[src/rtl/decode_stage_sb_if.sv]
// decode_stage_sb_if: fetch-side bundle of the decode stage.
// Fetch drives instruction/control; decode answers with stall.
interface decode_stage_sb_if;
  logic [15:0] instr_in;
  logic [15:0] pc_in;
  logic        bubble_in;
  logic        flush;
  logic        halt;
  logic        stall;

  modport master (
    output instr_in, pc_in, bubble_in, flush, halt,
    input  stall
  );

  modport slave (
    input  instr_in, pc_in, bubble_in, flush, halt,
    output stall
  );
endinterface

[src/rtl/decode_stage_sb.sv]
// decode_stage_sb: 16-bit ISA decode with load scoreboard,
// skid FIFO for in-flight fetches and optional write bypass.
module decode_stage_sb #(
  parameter int DATA_W     = 16,
  parameter int LOAD_LAT   = 1,
  parameter int SKID_DEPTH = 2,
  parameter int BYPASS     = 1,
  parameter int RET_REG    = 1
) (
  input  logic              clk,
  input  logic              rst,
  decode_stage_sb_if.slave  fe,
  input  logic              we,
  input  logic [2:0]        target,
  input  logic [DATA_W-1:0] write_data,
  output logic [DATA_W-1:0] d_1,
  output logic [DATA_W-1:0] d_2,
  output logic [15:0]       pc_out,
  output logic [2:0]        opcode_out,
  output logic [2:0]        s_1_out,
  output logic [2:0]        s_2_out,
  output logic [2:0]        tgt_out,
  output logic [3:0]        alu_op_out,
  output logic [DATA_W-1:0] imm_out,
  output logic [5:0]        branch_code_out,
  output logic              bubble_out,
  output logic              halt_out,
  output logic [DATA_W-1:0] ret_val,
  output logic              skid_ovf
);

  localparam int CW = $clog2(SKID_DEPTH + 1);
  localparam int PW = (SKID_DEPTH > 1) ? $clog2(SKID_DEPTH) : 1;
  localparam logic [CW-1:0] FULL  = CW'(SKID_DEPTH);
  localparam logic [PW-1:0] LASTP = PW'(SKID_DEPTH - 1);

  localparam logic [2:0] OP_LUI = 3'b011;
  localparam logic [2:0] OP_SW  = 3'b100;
  localparam logic [2:0] OP_LW  = 3'b101;
  localparam logic [2:0] OP_BR  = 3'b110;
  localparam logic [2:0] OP_HLT = 3'b111;

  logic [DATA_W-1:0] rf_q [8];
  logic [2:0]        sb_q [LOAD_LAT];
  logic [15:0]       fi_q [SKID_DEPTH];
  logic [15:0]       fp_q [SKID_DEPTH];
  logic [PW-1:0]     head_q, head_d;
  logic [PW-1:0]     tail_q, tail_d;
  logic [CW-1:0]     cnt_q, cnt_d;
  logic              ovf_q;

  logic [DATA_W-1:0] d1_q, d2_q, imm_q;
  logic [15:0]       pc_q;
  logic [2:0]        op_q, s1_q, s2_q, tgt_q;
  logic [3:0]        alu_q;
  logic [5:0]        bc_q;
  logic              bub_q, hlt_q;

  logic              src_v;
  logic [15:0]       src_i, src_pc;
  logic [2:0]        op, s1, s2, tgt;
  logic [DATA_W-1:0] imm, rd1, rd2;
  logic              hazard, issue, pop, push_req, push, full;

  function automatic logic [PW-1:0] nxt(input logic [PW-1:0] p);
    return (p == LASTP) ? '0 : p + 1'b1;
  endfunction

  // Buffered instructions always take priority over the fetch port.
  always_comb begin
    src_v  = !fe.bubble_in;
    src_i  = fe.instr_in;
    src_pc = fe.pc_in;
    if (cnt_q != '0) begin
      src_v  = 1'b1;
      src_i  = fi_q[head_q];
      src_pc = fp_q[head_q];
    end
  end

  assign op = src_i[15:13];
  assign s1 = src_i[9:7];
  assign s2 = (op == OP_SW) ? src_i[12:10] : src_i[2:0];

  always_comb begin
    tgt = src_i[12:10];
    imm = DATA_W'($signed(src_i[6:0]));
    unique case (1'b1)
      (op == OP_SW), (op == OP_BR): tgt = 3'd0;
      (op == OP_LUI): imm = DATA_W'({src_i[9:0], 6'b000000});
      default: ;
    endcase
  end

  always_comb begin
    hazard = 1'b0;
    for (int i = 0; i < LOAD_LAT; i++) begin
      if (sb_q[i] != 3'd0 && (sb_q[i] == s1 || sb_q[i] == s2))
        hazard = 1'b1;
    end
    hazard = hazard & src_v;
  end

  assign full     = (cnt_q == FULL);
  assign issue    = src_v & !hazard & !fe.halt & !fe.flush;
  assign pop      = issue & (cnt_q != '0);
  assign push_req = !fe.bubble_in & !fe.flush
                  & !(issue & (cnt_q == '0));
  assign push     = push_req & !full;
  assign fe.stall = hazard | (cnt_q != '0);

  always_comb begin
    rd1 = rf_q[s1];
    rd2 = rf_q[s2];
    if (BYPASS != 0 && we) begin
      if (target == s1) rd1 = write_data;
      if (target == s2) rd2 = write_data;
    end
    if (s1 == 3'd0) rd1 = '0;
    if (s2 == 3'd0) rd2 = '0;
  end

  always_comb begin
    cnt_d  = cnt_q;
    head_d = head_q;
    tail_d = tail_q;
    if (fe.flush) begin
      cnt_d  = '0;
      head_d = '0;
      tail_d = '0;
    end else begin
      if (pop)  head_d = nxt(head_q);
      if (push) tail_d = nxt(tail_q);
      case ({push, pop})
        2'b10:   cnt_d = cnt_q + 1'b1;
        2'b01:   cnt_d = cnt_q - 1'b1;
        default: ;
      endcase
    end
  end

  always_ff @(posedge clk) begin
    if (rst) begin
      cnt_q  <= '0;
      head_q <= '0;
      tail_q <= '0;
      ovf_q  <= 1'b0;
      for (int i = 0; i < SKID_DEPTH; i++) begin
        fi_q[i] <= '0;
        fp_q[i] <= '0;
      end
    end else begin
      cnt_q  <= cnt_d;
      head_q <= head_d;
      tail_q <= tail_d;
      if (push_req && full) ovf_q <= 1'b1;
      if (push) begin
        fi_q[tail_q] <= fe.instr_in;
        fp_q[tail_q] <= fe.pc_in;
      end
    end
  end

  always_ff @(posedge clk) begin
    if (rst) begin
      for (int i = 0; i < 8; i++) rf_q[i] <= '0;
    end else if (we && target != 3'd0) begin
      rf_q[target] <= write_data;
    end
  end

  // Loads already issued keep draining through flushes.
  always_ff @(posedge clk) begin
    if (rst) begin
      for (int i = 0; i < LOAD_LAT; i++) sb_q[i] <= '0;
    end else if (!fe.halt) begin
      sb_q[0] <= (issue && op == OP_LW) ? tgt : 3'd0;
      for (int i = 1; i < LOAD_LAT; i++) sb_q[i] <= sb_q[i-1];
    end
  end

  always_ff @(posedge clk) begin
    if (rst) begin
      d1_q  <= '0;
      d2_q  <= '0;
      imm_q <= '0;
      pc_q  <= '0;
      op_q  <= '0;
      s1_q  <= '0;
      s2_q  <= '0;
      tgt_q <= '0;
      alu_q <= '0;
      bc_q  <= '0;
      bub_q <= 1'b1;
      hlt_q <= 1'b0;
    end else if (!fe.halt) begin
      if (issue) begin
        d1_q  <= rd1;
        d2_q  <= rd2;
        imm_q <= imm;
        pc_q  <= src_pc;
        op_q  <= op;
        s1_q  <= s1;
        s2_q  <= s2;
        tgt_q <= tgt;
        alu_q <= src_i[6:3];
        bc_q  <= src_i[12:7];
        bub_q <= 1'b0;
        hlt_q <= (op == OP_HLT) && (src_i[6:0] != 7'd0);
      end else begin
        tgt_q <= '0;
        bub_q <= 1'b1;
        hlt_q <= 1'b0;
      end
    end
  end

  assign d_1             = d1_q;
  assign d_2             = d2_q;
  assign imm_out         = imm_q;
  assign pc_out          = pc_q;
  assign opcode_out      = op_q;
  assign s_1_out         = s1_q;
  assign s_2_out         = s2_q;
  assign tgt_out         = tgt_q;
  assign alu_op_out      = alu_q;
  assign branch_code_out = bc_q;
  assign bubble_out      = bub_q;
  assign halt_out        = hlt_q;
  assign skid_ovf        = ovf_q;
  assign ret_val         = rf_q[3'(RET_REG)];

endmodule

[src/flat_wrapper.sv]
// flat-port wrapper written by rule: the top's interface ports become plain ports
module decode_stage_sb_flat 
#(
  parameter int DATA_W     = 16,
  parameter int LOAD_LAT   = 1,
  parameter int SKID_DEPTH = 2,
  parameter int BYPASS     = 1,
  parameter int RET_REG    = 1
)
  (clk, rst, we, target, write_data, d_1, d_2, pc_out, opcode_out, s_1_out, s_2_out, tgt_out, alu_op_out, imm_out, branch_code_out, bubble_out, halt_out, ret_val, skid_ovf, fe_instr_in, fe_pc_in, fe_bubble_in, fe_flush, fe_halt, fe_stall);
  decode_stage_sb_if fe_i ();
  input  logic clk;
  input  logic rst;
  input  logic we;
  input  logic [2:0] target;
  input  logic [DATA_W-1:0] write_data;
  output logic [DATA_W-1:0] d_1;
  output logic [DATA_W-1:0] d_2;
  output logic [15:0] pc_out;
  output logic [2:0] opcode_out;
  output logic [2:0] s_1_out;
  output logic [2:0] s_2_out;
  output logic [2:0] tgt_out;
  output logic [3:0] alu_op_out;
  output logic [DATA_W-1:0] imm_out;
  output logic [5:0] branch_code_out;
  output logic bubble_out;
  output logic halt_out;
  output logic [DATA_W-1:0] ret_val;
  output logic skid_ovf;
  input wire logic [$bits(fe_i.instr_in)-1:0] fe_instr_in;
  input wire logic [$bits(fe_i.pc_in)-1:0] fe_pc_in;
  input wire logic [$bits(fe_i.bubble_in)-1:0] fe_bubble_in;
  input wire logic [$bits(fe_i.flush)-1:0] fe_flush;
  input wire logic [$bits(fe_i.halt)-1:0] fe_halt;
  output wire logic [$bits(fe_i.stall)-1:0] fe_stall;
  assign fe_i.instr_in = fe_instr_in;
  assign fe_i.pc_in = fe_pc_in;
  assign fe_i.bubble_in = fe_bubble_in;
  assign fe_i.flush = fe_flush;
  assign fe_i.halt = fe_halt;
  assign fe_stall = fe_i.stall;
  decode_stage_sb #(.DATA_W(DATA_W), .LOAD_LAT(LOAD_LAT), .SKID_DEPTH(SKID_DEPTH), .BYPASS(BYPASS), .RET_REG(RET_REG)) u_core (.clk(clk), .rst(rst), .fe(fe_i), .we(we), .target(target), .write_data(write_data), .d_1(d_1), .d_2(d_2), .pc_out(pc_out), .opcode_out(opcode_out), .s_1_out(s_1_out), .s_2_out(s_2_out), .tgt_out(tgt_out), .alu_op_out(alu_op_out), .imm_out(imm_out), .branch_code_out(branch_code_out), .bubble_out(bubble_out), .halt_out(halt_out), .ret_val(ret_val), .skid_ovf(skid_ovf));
endmodule
[config.mk]
export PLATFORM = sky130hd
export DESIGN_NAME = decode_stage_sb_flat
export DESIGN_NICKNAME = d
export VERILOG_FILES = /design/src/rtl/decode_stage_sb_if.sv /design/src/rtl/decode_stage_sb.sv /design/src/flat_wrapper.sv
export SDC_FILE = /design/constraint.sdc
export NUM_CORES = 1
export LEC_CHECK = 0
export CELL_PAD_IN_SITES_DETAIL_PLACEMENT = 1
export CELL_PAD_IN_SITES_GLOBAL_PLACEMENT = 2
export CORE_MARGIN = 10
export CORE_UTILIZATION = 38
export CTS_CLUSTER_SIZE = 30
export DETAILED_ROUTE_END_ITERATION = 10
export PLACE_DENSITY = 0.92
export SLEW_MARGIN = 20
export SYNTH_ARGS = -nofsm -noshare
export SYNTH_HDL_FRONTEND = slang
export SYNTH_SLANG_ARGS = --single-unit
[constraint.sdc]
create_clock -name clk -period 14.6 [get_ports clk]
set_input_delay 3.65 -clock clk [delete_from_list [all_inputs] [get_ports clk]]
set_output_delay 3.65 -clock clk [all_outputs]
set_load 0.02 [all_outputs]
==> Flow_metrics.wiki <==
{| class="wikitable"
! Metric !! Value
|-
| Half-perimeter wire length after detailed placement || about 32,000 µm
|-
| Number of H-tree branching levels || 2
|-
| Unrepaired setup endpoints after global routing || false
|-
| Global-route wire length before repair || around 75,000 µm
|-
| Global Route met1 Usage || a little over a quarter
|-
| Clock transition at the registers of the reported paths || approximately 0.060 ns
|-
| Number of port buffers || 162
|-
| Synthesis-to-finish area growth || 22.5%
|-
| Post-synth EDFFs || slightly below 200
|-
| Final routed wire length divided by cell count || around 26 µm
|-
| Sequential element share of the synthesized area || between 50% and 60%
|-
| Layout cell share with drive strength beyond 1 || approximately 11%
|-
| CTS Root Buffer Type || clkbuf_16
|-
| Buffers from clock root to sink, at most || 3
|-
| Core box area || 36,900 µm²
|-
| Worst slew slack as a fraction of its limit || about a quarter
|-
| Vias || between 10,000 and 15,000
|-
| Gate count after technology mapping || 1,247
|-
| Number of remaining DRC errors || 0
|-
| Endpoint class of the critical path || primary output
|-
| Fin Setup TNS || 0 ns
|-
| Hold/Removal Path Class || reg -> reg
|-
| Final worst-path setup slack || roughly 4 ns
|-
| DIE AREA || 45,700 µm²
|-
| Prevailing post-synth register cell || edfxtp_1
|-
| Worst Setup Start Kind || primary input
|-
| Clock tree sinks || ~290
|-
| Required arrival time at the worst endpoint || 10.95 ns
|-
| Post-CTS Repair Setup Buffers || 0
|-
| Category of the most critical setup path || in -> out
|-
| Initial core utilization || around two fifths
|-
| Outcome || finished, final reports clean
|-
| Chip height || 214 µm
|-
| Pre-CTS setup slack || around 4.2 ns
|-
| Hold-fix buffers at CTS || 0
|-
| CTS tree || yes
|-
| Fillers || between 3,000 and 4,000
|-
| Synthesized cell area || around 14,000 µm²
|-
| Post-Syn Area per Cell || ~11 µm²
|-
| Maximum frequency from static timing analysis || ~95 MHz
|-
| Synthesized flop and latch total || ~290
|-
| GR met2 Demand/Resource || a little over a third
|-
| Max-cap violations || 0
|-
| Layout Cell Area excl Fill || around 17,000 µm²
|-
| Number of gates resized after cts || 0
|-
| Number of global-route vias before repair || approximately 12,000
|-
| Power Density || about 120 nW/µm²
|-
| Latest clock arrival within the worst-skew pair || about 0.54 ns
|-
| Final period utilization || about 72%
|-
| Transition time at the pin with the least slew margin || 1.14 ns
|-
| Fraction of registers with async set or reset after synthesis || 0%
|-
| Number of CTS-inserted buffers || 34
|-
| Maximum number of pins on one net before global-route repair || 68
|-
| Signal arrival time at the worst endpoint || 6.86 ns
|-
| Tot GR Track Use || between 20 and 25%
|-
| Distinct cell type count after synthesis || 70
|-
| Post-route clock skew || between 0.015 and 0.02 ns
|-
| Area post-placement || 16,400 µm²
|-
| Post-layout util || 47.4%
|-
| Min cycle time layout || approximately 11 ns
|-
| Leakage dissipation || around 6.4 nW
|-
| Peak ir drop on the vdd network || between 0.00006 and 0.00007 V
|-
| Final nets || 1,450
|-
| Antenna-violating nets left || 0
|-
| I/O pin count || approximately 160
|-
| Max Slew Vio Count || 0
|-
| Standard-cell row count || 70
|-
| Overall die width || 214 µm
|-
| Setup-violating endpoint count in the final report || 0
|-
| Routed vias/inst || 5.97
|-
| Busiest metal layer after global routing || met2
|-
| DRT Pass-1 Iters || 5
|-
| Final weighted congestion of routability-driven global placement || a little over 0.9
|-
| Antenna violations before repair || 3
|-
| Final wirelength || around 50,000 µm
|-
| Aggregate global routing overflow || 0
|-
| Count of synthesis-stage warnings from yosys || 0
|-
| Met3 GRT Util || between 4 and 5%
|-
| Final Hold Viols || 0
|-
| 1st-iter DRT viols || around 1,000
|-
| Worst-path fanout max || 4
|}
-- power by group --
group,total (mW),internal (mW),switching (mW)
sequential,0.938,0.910,0.0280
clock,0.803,0.467,0.336
combinational,0.333,0.125,0.209
total,2.07,1.50,0.573
-- layout by cell type, fill, tap and decap left out, types with 5 or more instances in the layout --
master           count
edfxtp_1           195
clkdlybuf4s50_1    161
nand2_1            115
and2_1             112
mux2i_1             95
dfxtp_1             89
a21oi_1             69
and3_1              65
nor2_1              43
buf_4               36
clkbuf_16           35
a32oi_1             31
mux4_2              30
nand4_1             27
o31ai_1             27
inv_1               26
o211ai_1            22
nor3_1              18
a31oi_1             18
conb_1              16
a211oi_1            13
o21ai_0             13
o21a_1              11
clkbuf_1            11
a21o_1              10
a221o_1              9
o32ai_2              9
nor4_1               8
o32ai_1              6
or4_1                6
nand3_1              5
clkbuf_8             5
-- cells in the mapped netlist (8+ instances only) --
master,instances,share of area [%]
a211oi_1,13,0.68
a21o_1,10,0.53
a21oi_1,70,2.5
a221o_1,9,0.63
a31oi_1,18,0.79
a32oi_1,31,1.9
and2_1,112,4.9
and3_1,65,2.8
buf_2,19,0.67
clkbuf_1,69,1.8
dfxtp_1,90,13
edfxtp_1,195,41
inv_1,26,0.68
mux2i_1,95,6.7
mux4_2,30,4.7
nand2_1,116,3.1
nand4_1,27,1.2
nor2_1,47,1.2
nor3_1,19,0.67
nor4_1,8,0.35
o211ai_1,22,1.2
o21a_1,11,0.58
o21ai_0,20,0.70
o31ai_1,27,1.4
o32ai_2,9,1.0
-- path summary, 6_finish.rpt --
| kind | slack [ns] | start | cells after the start | end |
|---|---|---|---|---|
| setup / recovery | 4.09 | fe_instr_in[9] | 9 | fe_stall |
| hold / removal | 0.46 | u_core.d_2[2] | 2 | u_core.d_2[2] |
| setup reg to reg | 9.16 | u_core.cnt_q[0] | 10 | u_core.sb_q[0][0] |
| hold reg to reg | 0.46 | u_core.d_2[2] | 2 | u_core.d_2[2] |
-- routing by layer --
layer | up-vias | share of wire [%]
li1 | 5033 | -
met1 | 5884 | 42
met2 | 467 | 48
met3 | 95 | 7.2
met4 | 0 | 3.3
met5 | - | 0
-- state kept, by name (all words and copies together), names as in the netlist, named ones only --
register and flops:
u_core.alu_op_out 3, u_core.branch_code_out 6, u_core.bubble_out 1, u_core.cnt_q 2, u_core.d_1 16, u_core.d_2 16
u_core.fi_q 32, u_core.fp_q 32, u_core.halt_out 1, u_core.head_q 1, u_core.imm_out 16, u_core.opcode_out 3
u_core.pc_out 16, u_core.rf_q 128, u_core.s_2_out 3, u_core.sb_q 3, u_core.skid_ovf 1, u_core.tail_q 1
u_core.tgt_out 3
-- logic make-up (layout without fill, tap and decap cells) --
logic type,Yosys count,after routing,share of synthesized area [%]
XOR/XNOR,8,8,0.491
flip-flops,285,285,53.7
other,1,19,0.0263
AND/OR/NAND/NOR,423,423,15.9
adder cells (fa/ha/maj),1,1,0.0877
multiplexers,131,131,12.2
buffers and inverters,131,285,3.95
AO/OA/AOI/OAI,267,267,13.7
-- per-stage QoR --
step | instances | hold slack, ns | power [mW]
global route | 1923 | 0.486 | 2.14
floorplan | 1262 | 0.452 | 1.14
CTS | 1920 | 0.463 | 2.08
finish | 1923 | 0.458 | 2.07
detailed placement | 1860 | 0.454 | 1.28
global placement | 1860 | 0.447 | 1.27
-- worst max-delay path, cell delays in order --
cell             delay [ns]
clkdlybuf4s50_1        0.54
or3b_2                 0.50
o211ai_1               0.12
nor4b_2                0.50
a221oi_1               0.19
nor3_1                 0.22
a21bo_2                0.29
o21ai_0                0.21
clkdlybuf4s50_1        0.66
-- layout make-up --
class / count / area, µm² / share of cell area, %
multi-input cells: 846 / 6160 / 35.2
clock buffers: 51 / 986 / 5.64
inverters: 27 / 101 / 0.580
diodes: 3 / 7.51 / 0.0429
clock inverters: 9 / 48.8 / 0.279
flip-flops and latches: 285 / 7660 / 43.8
well taps: 504 / 631 / 3.61
repair buffers: 198 / 1890 / 10.8
Power figures use the tool's default switching activity.
